<file path="src/rtl/axi_dma_wr_if.sv">
// AXI4 write-channel bundle (AW/W/B) between the write DMA master and its memory-side slave.
interface axi_dma_wr_if #(
  parameter int DATA_WIDTH = 32,
  parameter int ADDR_WIDTH = 16,
  parameter int ID_WIDTH   = 8
);
  localparam int STRB_WIDTH = DATA_WIDTH/8;

  logic [ID_WIDTH-1:0]   awid;
  logic [ADDR_WIDTH-1:0] awaddr;
  logic [7:0]            awlen;
  logic [2:0]            awsize;
  logic [1:0]            awburst;
  logic                  awlock;
  logic [3:0]            awcache;
  logic [2:0]            awprot;
  logic                  awvalid;
  logic                  awready;
  logic [DATA_WIDTH-1:0] wdata;
  logic [STRB_WIDTH-1:0] wstrb;
  logic                  wlast;
  logic                  wvalid;
  logic                  wready;
  logic [ID_WIDTH-1:0]   bid;
  logic [1:0]            bresp;
  logic                  bvalid;
  logic                  bready;

  modport master (
    output awid, awaddr, awlen, awsize, awburst, awlock, awcache, awprot, awvalid,
    input  awready,
    output wdata, wstrb, wlast, wvalid,
    input  wready,
    input  bid, bresp, bvalid,
    output bready
  );

  modport slave (
    input  awid, awaddr, awlen, awsize, awburst, awlock, awcache, awprot, awvalid,
    output awready,
    input  wdata, wstrb, wlast, wvalid,
    output wready,
    output bid, bresp, bvalid,
    input  bready
  );
endinterface

</file>
<file path="src/rtl/axi_dma_wr.sv">
// Single-channel AXI4 write DMA: one command -> one INCR burst fed from an AXI-Stream.
// Define AXI_DMA_WR_4K_CHECK_EN to reject commands whose burst would cross a 4 KB page.
module axi_dma_wr #(
  parameter int DATA_WIDTH = 32,
  parameter int ADDR_WIDTH = 16,
  parameter int STRB_WIDTH = DATA_WIDTH/8,
  parameter int ID_WIDTH   = 8,
  parameter int AXI_ID     = 0
) (
  input  logic                  clk,
  input  logic                  rst,
  input  logic [ADDR_WIDTH-1:0] cmd_addr,
  input  logic [7:0]            cmd_len,
  input  logic                  cmd_valid,
  output logic                  cmd_ready,
  input  logic [DATA_WIDTH-1:0] s_axis_tdata,
  input  logic                  s_axis_tvalid,
  output logic                  s_axis_tready,
  axi_dma_wr_if.master          m_axi,
  output logic                  sts_valid,
  output logic [1:0]            sts_resp,
  output logic                  busy
);
  localparam int SIZE = $clog2(STRB_WIDTH);

  typedef enum logic [1:0] {IDLE, ADDR, DATA, RESP} state_t;
  typedef struct packed {
    logic [ADDR_WIDTH-1:0] addr;
    logic [7:0]            len;
  } cmd_t;

  state_t                state;
  cmd_t                  cmd_q;
  logic [8:0]            beat_cnt;
  logic                  awvalid_q;
  logic                  bready_q;
  logic [ADDR_WIDTH-1:0] cmd_addr_al;
  logic                  in_data;
  logic                  w_hs;
  logic                  last_beat;
  logic                  crosses_4k;
  logic                  unused_bid;

  assign cmd_addr_al = cmd_addr & ~ADDR_WIDTH'(STRB_WIDTH-1);

`ifdef AXI_DMA_WR_4K_CHECK_EN
  assign crosses_4k = ((32'(cmd_addr_al) & 32'hFFF) +
                       (32'(cmd_len) + 32'd1) * 32'(STRB_WIDTH)) > 32'd4096;
`else
  assign crosses_4k = 1'b0;
`endif

  always_ff @(posedge clk) begin
    if (rst) begin
      state     <= IDLE;
      cmd_ready <= 1'b0;
      awvalid_q <= 1'b0;
      bready_q  <= 1'b0;
      sts_valid <= 1'b0;
      sts_resp  <= 2'b00;
      busy      <= 1'b0;
      cmd_q     <= '0;
      beat_cnt  <= '0;
    end else begin
      sts_valid <= 1'b0;
      case (state)
        IDLE: begin
          if (cmd_valid && cmd_ready) begin
            cmd_ready <= 1'b0;
            if (crosses_4k) begin
              sts_valid <= 1'b1;
              sts_resp  <= 2'b10;
            end else begin
              cmd_q     <= '{addr: cmd_addr_al, len: cmd_len};
              beat_cnt  <= '0;
              awvalid_q <= 1'b1;
              busy      <= 1'b1;
              state     <= ADDR;
            end
          end else begin
            cmd_ready <= 1'b1;
          end
        end
        ADDR: begin
          if (m_axi.awready) begin
            awvalid_q <= 1'b0;
            state     <= DATA;
          end
        end
        DATA: begin
          if (w_hs) begin
            beat_cnt <= beat_cnt + 9'd1;
            if (last_beat) begin
              bready_q <= 1'b1;
              state    <= RESP;
            end
          end
        end
        RESP: begin
          if (m_axi.bvalid) begin
            bready_q  <= 1'b0;
            sts_valid <= 1'b1;
            sts_resp  <= m_axi.bresp;
            busy      <= 1'b0;
            state     <= IDLE;
          end
        end
        default: state <= IDLE;
      endcase
    end
  end

  // W is a straight pass-through of the stream, gated to the DATA phase only
  assign in_data   = (state == DATA);
  assign w_hs      = in_data && s_axis_tvalid && m_axi.wready;
  assign last_beat = (beat_cnt == {1'b0, cmd_q.len});

  assign m_axi.wdata   = s_axis_tdata;
  assign m_axi.wvalid  = in_data && s_axis_tvalid;
  assign m_axi.wlast   = in_data && last_beat;
  assign m_axi.wstrb   = '1;
  assign s_axis_tready = in_data && m_axi.wready;

  assign m_axi.awid    = ID_WIDTH'(AXI_ID);
  assign m_axi.awaddr  = cmd_q.addr;
  assign m_axi.awlen   = cmd_q.len;
  assign m_axi.awsize  = 3'(SIZE);
  assign m_axi.awburst = 2'b01;
  assign m_axi.awlock  = 1'b0;
  assign m_axi.awcache = 4'b0011;
  assign m_axi.awprot  = 3'b000;
  assign m_axi.awvalid = awvalid_q;
  assign m_axi.bready  = bready_q;

  assign unused_bid = ^m_axi.bid;
endmodule

</file>
<file path="src/flat_wrapper.sv">
// flat-port wrapper written by rule: the top's interface ports become plain ports
module axi_dma_wr_flat 
#(
  parameter int DATA_WIDTH = 32,
  parameter int ADDR_WIDTH = 16,
  parameter int STRB_WIDTH = DATA_WIDTH/8,
  parameter int ID_WIDTH   = 8,
  parameter int AXI_ID     = 0
)
  (clk, rst, cmd_addr, cmd_len, cmd_valid, cmd_ready, s_axis_tdata, s_axis_tvalid, s_axis_tready, sts_valid, sts_resp, busy, m_axi_awid, m_axi_awaddr, m_axi_awlen, m_axi_awsize, m_axi_awburst, m_axi_awlock, m_axi_awcache, m_axi_awprot, m_axi_awvalid, m_axi_awready, m_axi_wdata, m_axi_wstrb, m_axi_wlast, m_axi_wvalid, m_axi_wready, m_axi_bid, m_axi_bresp, m_axi_bvalid, m_axi_bready);
  axi_dma_wr_if #(.DATA_WIDTH(DATA_WIDTH), .ADDR_WIDTH(ADDR_WIDTH), .ID_WIDTH(ID_WIDTH)) m_axi_i ();
  input  logic clk;
  input  logic rst;
  input  logic [ADDR_WIDTH-1:0] cmd_addr;
  input  logic [7:0] cmd_len;
  input  logic cmd_valid;
  output logic cmd_ready;
  input  logic [DATA_WIDTH-1:0] s_axis_tdata;
  input  logic s_axis_tvalid;
  output logic s_axis_tready;
  output logic sts_valid;
  output logic [1:0] sts_resp;
  output logic busy;
  output wire logic [$bits(m_axi_i.awid)-1:0] m_axi_awid;
  output wire logic [$bits(m_axi_i.awaddr)-1:0] m_axi_awaddr;
  output wire logic [$bits(m_axi_i.awlen)-1:0] m_axi_awlen;
  output wire logic [$bits(m_axi_i.awsize)-1:0] m_axi_awsize;
  output wire logic [$bits(m_axi_i.awburst)-1:0] m_axi_awburst;
  output wire logic [$bits(m_axi_i.awlock)-1:0] m_axi_awlock;
  output wire logic [$bits(m_axi_i.awcache)-1:0] m_axi_awcache;
  output wire logic [$bits(m_axi_i.awprot)-1:0] m_axi_awprot;
  output wire logic [$bits(m_axi_i.awvalid)-1:0] m_axi_awvalid;
  input wire logic [$bits(m_axi_i.awready)-1:0] m_axi_awready;
  output wire logic [$bits(m_axi_i.wdata)-1:0] m_axi_wdata;
  output wire logic [$bits(m_axi_i.wstrb)-1:0] m_axi_wstrb;
  output wire logic [$bits(m_axi_i.wlast)-1:0] m_axi_wlast;
  output wire logic [$bits(m_axi_i.wvalid)-1:0] m_axi_wvalid;
  input wire logic [$bits(m_axi_i.wready)-1:0] m_axi_wready;
  input wire logic [$bits(m_axi_i.bid)-1:0] m_axi_bid;
  input wire logic [$bits(m_axi_i.bresp)-1:0] m_axi_bresp;
  input wire logic [$bits(m_axi_i.bvalid)-1:0] m_axi_bvalid;
  output wire logic [$bits(m_axi_i.bready)-1:0] m_axi_bready;
  assign m_axi_awid = m_axi_i.awid;
  assign m_axi_awaddr = m_axi_i.awaddr;
  assign m_axi_awlen = m_axi_i.awlen;
  assign m_axi_awsize = m_axi_i.awsize;
  assign m_axi_awburst = m_axi_i.awburst;
  assign m_axi_awlock = m_axi_i.awlock;
  assign m_axi_awcache = m_axi_i.awcache;
  assign m_axi_awprot = m_axi_i.awprot;
  assign m_axi_awvalid = m_axi_i.awvalid;
  assign m_axi_i.awready = m_axi_awready;
  assign m_axi_wdata = m_axi_i.wdata;
  assign m_axi_wstrb = m_axi_i.wstrb;
  assign m_axi_wlast = m_axi_i.wlast;
  assign m_axi_wvalid = m_axi_i.wvalid;
  assign m_axi_i.wready = m_axi_wready;
  assign m_axi_i.bid = m_axi_bid;
  assign m_axi_i.bresp = m_axi_bresp;
  assign m_axi_i.bvalid = m_axi_bvalid;
  assign m_axi_bready = m_axi_i.bready;
  axi_dma_wr #(.DATA_WIDTH(DATA_WIDTH), .ADDR_WIDTH(ADDR_WIDTH), .STRB_WIDTH(STRB_WIDTH), .ID_WIDTH(ID_WIDTH), .AXI_ID(AXI_ID)) u_core (.clk(clk), .rst(rst), .cmd_addr(cmd_addr), .cmd_len(cmd_len), .cmd_valid(cmd_valid), .cmd_ready(cmd_ready), .s_axis_tdata(s_axis_tdata), .s_axis_tvalid(s_axis_tvalid), .s_axis_tready(s_axis_tready), .m_axi(m_axi_i), .sts_valid(sts_valid), .sts_resp(sts_resp), .busy(busy));
endmodule
</file>
<file path="config.mk">
export PLATFORM = sky130hd
export DESIGN_NAME = axi_dma_wr_flat
export DESIGN_NICKNAME = d
export VERILOG_FILES = /design/src/rtl/axi_dma_wr_if.sv /design/src/rtl/axi_dma_wr.sv /design/src/flat_wrapper.sv
export SDC_FILE = /design/constraint.sdc
export NUM_CORES = 1
export LEC_CHECK = 0
export CAP_MARGIN = 0
export CORE_MARGIN = 3
export CORE_UTILIZATION = 45
export DETAILED_ROUTE_END_ITERATION = 10
export DONT_BUFFER_PORTS = 1
export HOLD_SLACK_MARGIN = 0.12
export MAX_ROUTING_LAYER = met4
export PLACE_DENSITY_LB_ADDON = 0.05
export RECOVER_POWER = 25
export SYNTH_ARGS = -nofsm -noshare
export SYNTH_HDL_FRONTEND = slang
export SYNTH_SLANG_ARGS = --single-unit
</file>
<file path="constraint.sdc">
create_clock -name clk -period 2.7 [get_ports clk]
set_input_delay 0.27 -clock clk [delete_from_list [all_inputs] [get_ports clk]]
set_output_delay 0.27 -clock clk [all_outputs]
set_load 0.01 [all_outputs]
</file>
==> reports/metrics.yaml, run 1 <==
grt_pass1_wl_um: 7360
cts_setup_buffers: 0
synth_cells: 268
fin_cells: 320
rr_worst_depth: 7
ff2ff_setup_slack_ns: 0.77
powerDensity_nw_per_um2: 809
synthTopCellsByCount: "buf_4, nand2_1, dfxtp_1, a21oi_1, nor2_1"
wl_per_cell_um: 14.0
num_rows: 24
viasPerCell: 4.89
synth_most_common_cell: "buf_4"
cap_violations: 0
yosys-top-cells-area: "dfxtp_1, buf_4, nand2_1"
rr_endpoint: "u_core.beat_cnt[7]"
diodes: 0
total_power_mw: 1.79
antenna_found_initial: 0
power.internal_mw: 1.15
clkTransAtPathRegs_ns: 0.08
placed_cells: 292
placed_area_um2: 1910
crit_path_end_kind: "output pin"
postLayoutCoreUtil_pct: 48.8
clock.fmax_mhz: 479
final_area_um2: 2210
final_hold_viol_count: 0
grt_use_total_pct: 17.5
clockPowerShare_pct: 26.8
rsz0062_at_grt: "false"
die_x_um: 75.8
initialDrtViolationCount: 58
vdd_drop_max_v: 0.000337
fin_crit_ns: 2.09
ant_nets: 0
clockRootBuffer: "clkbuf_8"
cts_buffers: 5
synth_edf_count: 0
timing.final.crit_share_pct: 77.4
maxSlewViolCount: 0
tns_ns: 0
clockBufferDepth: 2
status: "complete, no violations"
final_layout_size_suffix_gt1_share_pct: 5.88
synth_area_um2: 2190
numPortBuffers: 0
synth_top_area_share_pct: 36.5
yosys_warnings: 0
place_ws_ns: 0.804
leakagePower_nw: 0.851
cp_max_fo: 6
slew_headroom_pct: 21.7
r2r_start: "u_core.state[0]"
final_nets: 333
async_reset_ff_share_pct: 0
worstMarginPinSlew_ns: 1.17
core_um2: 4530
worst_clock_skew_ns: 0.00290
grt_max_degree: 31
clock_latency_ns: 0.28
top_level_ports: 164
switching_share_pct: 35.7
cp.arrival_ns: 1.82
dieArea_um2: 5750
ys_types: 35
critPathKind: "register to output pin"
p_seq_share_pct: 43.0
cts_tree: "done"
p_sw_uw: 639
cts_sinks: 40
required_ns: 2.43
start_util_pct: 48.4
min_path_type: "primary input to register"
routed-via-count: 1564
synth.largest_area_cell: "dfxtp_1"
htreeDepth: 2
area_growth_pct: 0.855
start_kind: "register"
dpl.hpwl_um: 3180
avgSynthCellArea_um2: 8.19
ys_seq_area_share_pct: 36.5
overflow: 0
totalWireLength_um: 4490
cp-startpoint: "u_core.state[0]"
setup_ws_ns: 0.611
cp-endpoint: "m_axi_wlast"
dr.pass1.iters: 4
synth_seq_cells: 40
synth_flop_cell: "dfxtp_1"
drcViolationCount: 0
pwr-share-comb_pct: 30.3
fp.dieH_um: 75.8
whs_ns: 0.126
gp_congestion: 0.872
setup_viol: 0
grt_pass1_vias: 1543
worst min path at each step:
stage,startpoint,end,slack [ns],depth (start not counted)
after detailed placement,rst,u_core.m_axi.awaddr[4],0.34,1
after floorplan,m_axi_awready,u_core.m_axi.awvalid,0.39,1
after CTS,cmd_addr[14],u_core.m_axi.awaddr[14],0.12,2
after global routing,cmd_addr[14],u_core.m_axi.awaddr[14],0.12,2
after global placement,rst,u_core.state[0],0.34,1
final,cmd_addr[14],u_core.m_axi.awaddr[14],0.13,2
critical path: stages, from the launching register on:
cell and delay, ns:
dfxtp_1 0.35, inv_1 0.12, ha_1 0.33, inv_1 0.18
nor4_1 0.55
per-layer routing:
| layer | up-vias | wire, um | global-route usage [%] |
|---|---|---|---|
| li1 | 753 | - | - |
| met1 | 734 | 1850 | 20.4 |
| met2 | 67 | 2180 | 27.8 |
| met3 | 10 | 420 | 6.60 |
| met4 | 0 | 41 | 5.24 |
| met5 | - | 0 | - |
sequential cells by signal, indices dropped and copies added, names as in the netlist:
signal and count:
u_core.busy 1, u_core.m_axi.awaddr 14, u_core.sts_valid 1, u_core.m_axi.awlen 8, u_core.m_axi.bready 1, u_core.state 2
u_core.beat_cnt 9, u_core.sts_resp 2, u_core.cmd_ready 1, u_core.m_axi.awvalid 1
repair_timing:
item                                   in CTS  in global routing
hold buffers                               20                  0
resized for setup                           0                  0
endpoints found under the hold margin      30                  0
layout by cell type (no fill, tap or decap), drive strengths merged, types with 2 or more instances in the layout:
cell	count
nor2b	2
and3	3
mux2i	2
dlygate4sd3	20
nand3	5
conb	27
xnor2	9
nand2	52
a211oi	2
ha	6
clkbuf	6
o21ai	3
a21oi	26
dfxtp	40
nand2b	5
and2	3
inv	3
buf	2
xor2	7
nor2	15
nor4	2
nand4	5
area by class of cell:
type	count	area, um^2
inverter	3	11.3
sequential	40	801
tap	65	81.3
clock inverter	2	35.0
clock buffer	6	72.6
fill	444	2320
multi-input combinational	182	997
timing repair buffer	22	215
power by group through the flow:
stage / registers (mW) / logic (mW) / clock network, mW
final: 0.769 / 0.542 / 0.479
after global routing: 0.780 / 0.612 / 0.519
after CTS: 0.771 / 0.543 / 0.492
after detailed placement: 0.784 / 0.512 / 0
after global placement: 0.781 / 0.500 / 0
after floorplan: 0.759 / 0.506 / 0
cells by family (layout without fill, tap and decap cells):
| group | after synthesis | after routing | synth area share (%) |
|---|---|---|---|
| buffers and inverters | 71 | 33 | 22.3 |
| adder cells (fa/ha/maj) | 6 | 6 | 3.42 |
| XOR/XNOR | 16 | 16 | 6.39 |
| multiplexers | 2 | 2 | 0.912 |
| AO/OA/AOI/OAI | 37 | 37 | 10.3 |
| AND/OR/NAND/NOR | 94 | 94 | 19.8 |
| other | 2 | 27 | 0.342 |
| flip-flops | 40 | 40 | 36.5 |
Note: power is estimated with default switching activity, not from simulation.
==> run 2: changes to the inputs <==
==> constraint.sdc (replaced) <==
create_clock -name clk -period 2.1 [get_ports clk]
set_input_delay 0.21 -clock clk [delete_from_list [all_inputs] [get_ports clk]]
set_output_delay 0.21 -clock clk [all_outputs]
set_load 0.01 [all_outputs]
==> run 2 against run 1 <==
Net effect:
- cell area increased by 4.5%
- clock skew is 0.0028 ns higher
- sequential power increased by 28%
- non-clock buffer count up 9
- global-route usage decreased by 0.36 points
- critical path depth up 1
- clock power increased by 27%
- register-to-register slack got worse by 0.53 ns
- via count grew 0.32%
- critical path type unchanged
- count of clock-buffer cells in the layout did not move
- sequential cell count did not move
- core utilization increased by 2.2 points
==> reports/metrics.yaml, run 2 (synthesis results as in run 1) <==
crit_top_cell: "inv_1"  # unchanged
dr.pass1.iters: 4  # unchanged
wl_per_cell_um: 13.9  # was 14.0 um
maxSlewViolCount: 0  # unchanged
placed_cells: 293  # was 292
initialDrtViolationCount: 77  # was 58
critPathKind: "register to output pin"  # unchanged
clock.fmax_mhz: 529
worst_clock_skew_ns: 0.00568  # was 0.00290 ns
final_layout_size_suffix_gt1_share_pct: 6.82  # was 5.88%
area_growth_pct: 5.42  # was 0.855%
cp.arrival_ns: 1.68  # was 1.82 ns
grt_pass1_vias: 1579  # was 1543
cts_setup_buffers: 0  # unchanged
die_x_um: 75.8  # unchanged
fin_crit_ns: 1.89
clockBufferDepth: 2  # unchanged
crit_path_end_kind: "output pin"  # unchanged
dpl.hpwl_um: 3180  # about the same
core_um2: 4530  # unchanged
final_common_cell: "nand2_1"  # unchanged
tns_ns: 0  # unchanged
setup_ws_ns: 0.210  # was 0.611 ns
grt_max_degree: 34  # was 31
overflow: 0  # unchanged
clock_latency_ns: 0.28  # about the same
status: "complete, no violations"  # unchanged
dieArea_um2: 5750  # unchanged
clockRootBuffer: "clkbuf_8"  # unchanged
placed_area_um2: 1910  # about the same
viasPerCell: 4.77  # was 4.89
routed-via-count: 1569  # was 1564
ff2ff_setup_slack_ns: 0.24  # was 0.77 ns
cap_violations: 0  # unchanged
path_cells: "inv_1, ha_2, inv_1, nor4_1, buf_4"  # was inv_1, ha_1, inv_1, nor4_1
cts_buffers: 5  # unchanged
grt_pass1_wl_um: 7350  # was 7360 um
place_ws_ns: 0.231  # was 0.804 ns
top_level_ports: 164  # unchanged
timing.final.crit_share_pct: 90.0
final_hold_viol_count: 0  # unchanged
ant_nets: 0  # unchanged
required_ns: 1.89  # was 2.43 ns
min_path_type: "primary input to register"  # unchanged
cts_tree: "done"  # unchanged
totalWireLength_um: 4580  # was 4490 um
cp_max_fo: 6  # unchanged
powerDensity_nw_per_um2: 999  # was 809 nW/um^2
total_power_mw: 2.31  # was 1.79 mW
diodes: 0  # unchanged
final_nets: 342  # was 333
largest_reg_flops: 14  # unchanged
fin_cells: 329  # was 320
cts_sinks: 40  # unchanged
htreeDepth: 2  # unchanged
antenna_found_initial: 0  # unchanged
start_kind: "register"  # unchanged
clkTransAtPathRegs_ns: 0.08  # about the same
whs_ns: 0.149  # was 0.126 ns
drcViolationCount: 0  # unchanged
rsz0062_at_grt: "false"  # unchanged
gp_congestion: 0.774  # was 0.872
num_rows: 24  # unchanged
numPortBuffers: 0  # unchanged
start_util_pct: 48.4  # unchanged
layout_common_cells: "nand2_1, dfxtp_1, conb_1, dlygate4sd3_1, a21oi_1"  # was nand2_1, dfxtp_1, conb_1, a21oi_1, dlygate4sd3_1
cpPeakStageDelay_ns: 0.35  # was 0.55 ns
setup_viol: 0  # unchanged
postLayoutCoreUtil_pct: 51.0  # was 48.8%
vdd_drop_max_v: 0.000436  # was 0.000337 V
cp_slowest_cell: "nor4_1"  # unchanged
grt_use_total_pct: 17.1  # was 17.5%
fp.dieH_um: 75.8  # unchanged
leakagePower_nw: 0.888  # was 0.851 nW
final_area_um2: 2310  # was 2210 um^2
## run 2: final timing paths
check,from,to,depth (start not counted)
worst min register to register,u_core.m_axi.awaddr[15],u_core.m_axi.awaddr[15],2
worst max-delay path,u_core.state[0],m_axi_wlast,5
worst max register to register,u_core.state[0],u_core.beat_cnt[8],7
worst min-delay path,m_axi_bvalid,u_core.sts_valid,2
## run 2: metal layers
metal	vias to the layer above	GRT usage (%)	wire [um]
met4	0	5.44	63
li1	768	-	-
met1	728	20.0	1930
met2	60	27.9	2230
met5	-	-	0
met3	13	5.41	355
## run 2: area by class of cell
type | instances | area [um^2]
timing repair buffer | 31 | 313
tap | 65 | 81.3
clock buffer | 6 | 72.6
sequential | 40 | 801
multi-input combinational | 182 | 1000
inverter | 3 | 11.3
fill | 421 | 2220
clock inverter | 2 | 35.0
## run 2: where the power goes
| part | internal [mW] | switching, mW |
|---|---|---|
| Sequential | 0.857 | 0.131 |
| Clock | 0.353 | 0.258 |
| Combinational | 0.287 | 0.426 |
## run 2: worst max-delay path, delay by kind of cell (launching register included)
family	cells	cell delay (ns)
fa+ha+maj	1	0.27
buf+inv	3	0.43
simple gates	1	0.35
flops	1	0.34
## run 2: timing repair
item	CTS	global route
gates resized for setup	0	1
endpoints found under the hold margin	32	0
hold buffers	28	0
endpoints found under the setup margin	0	1
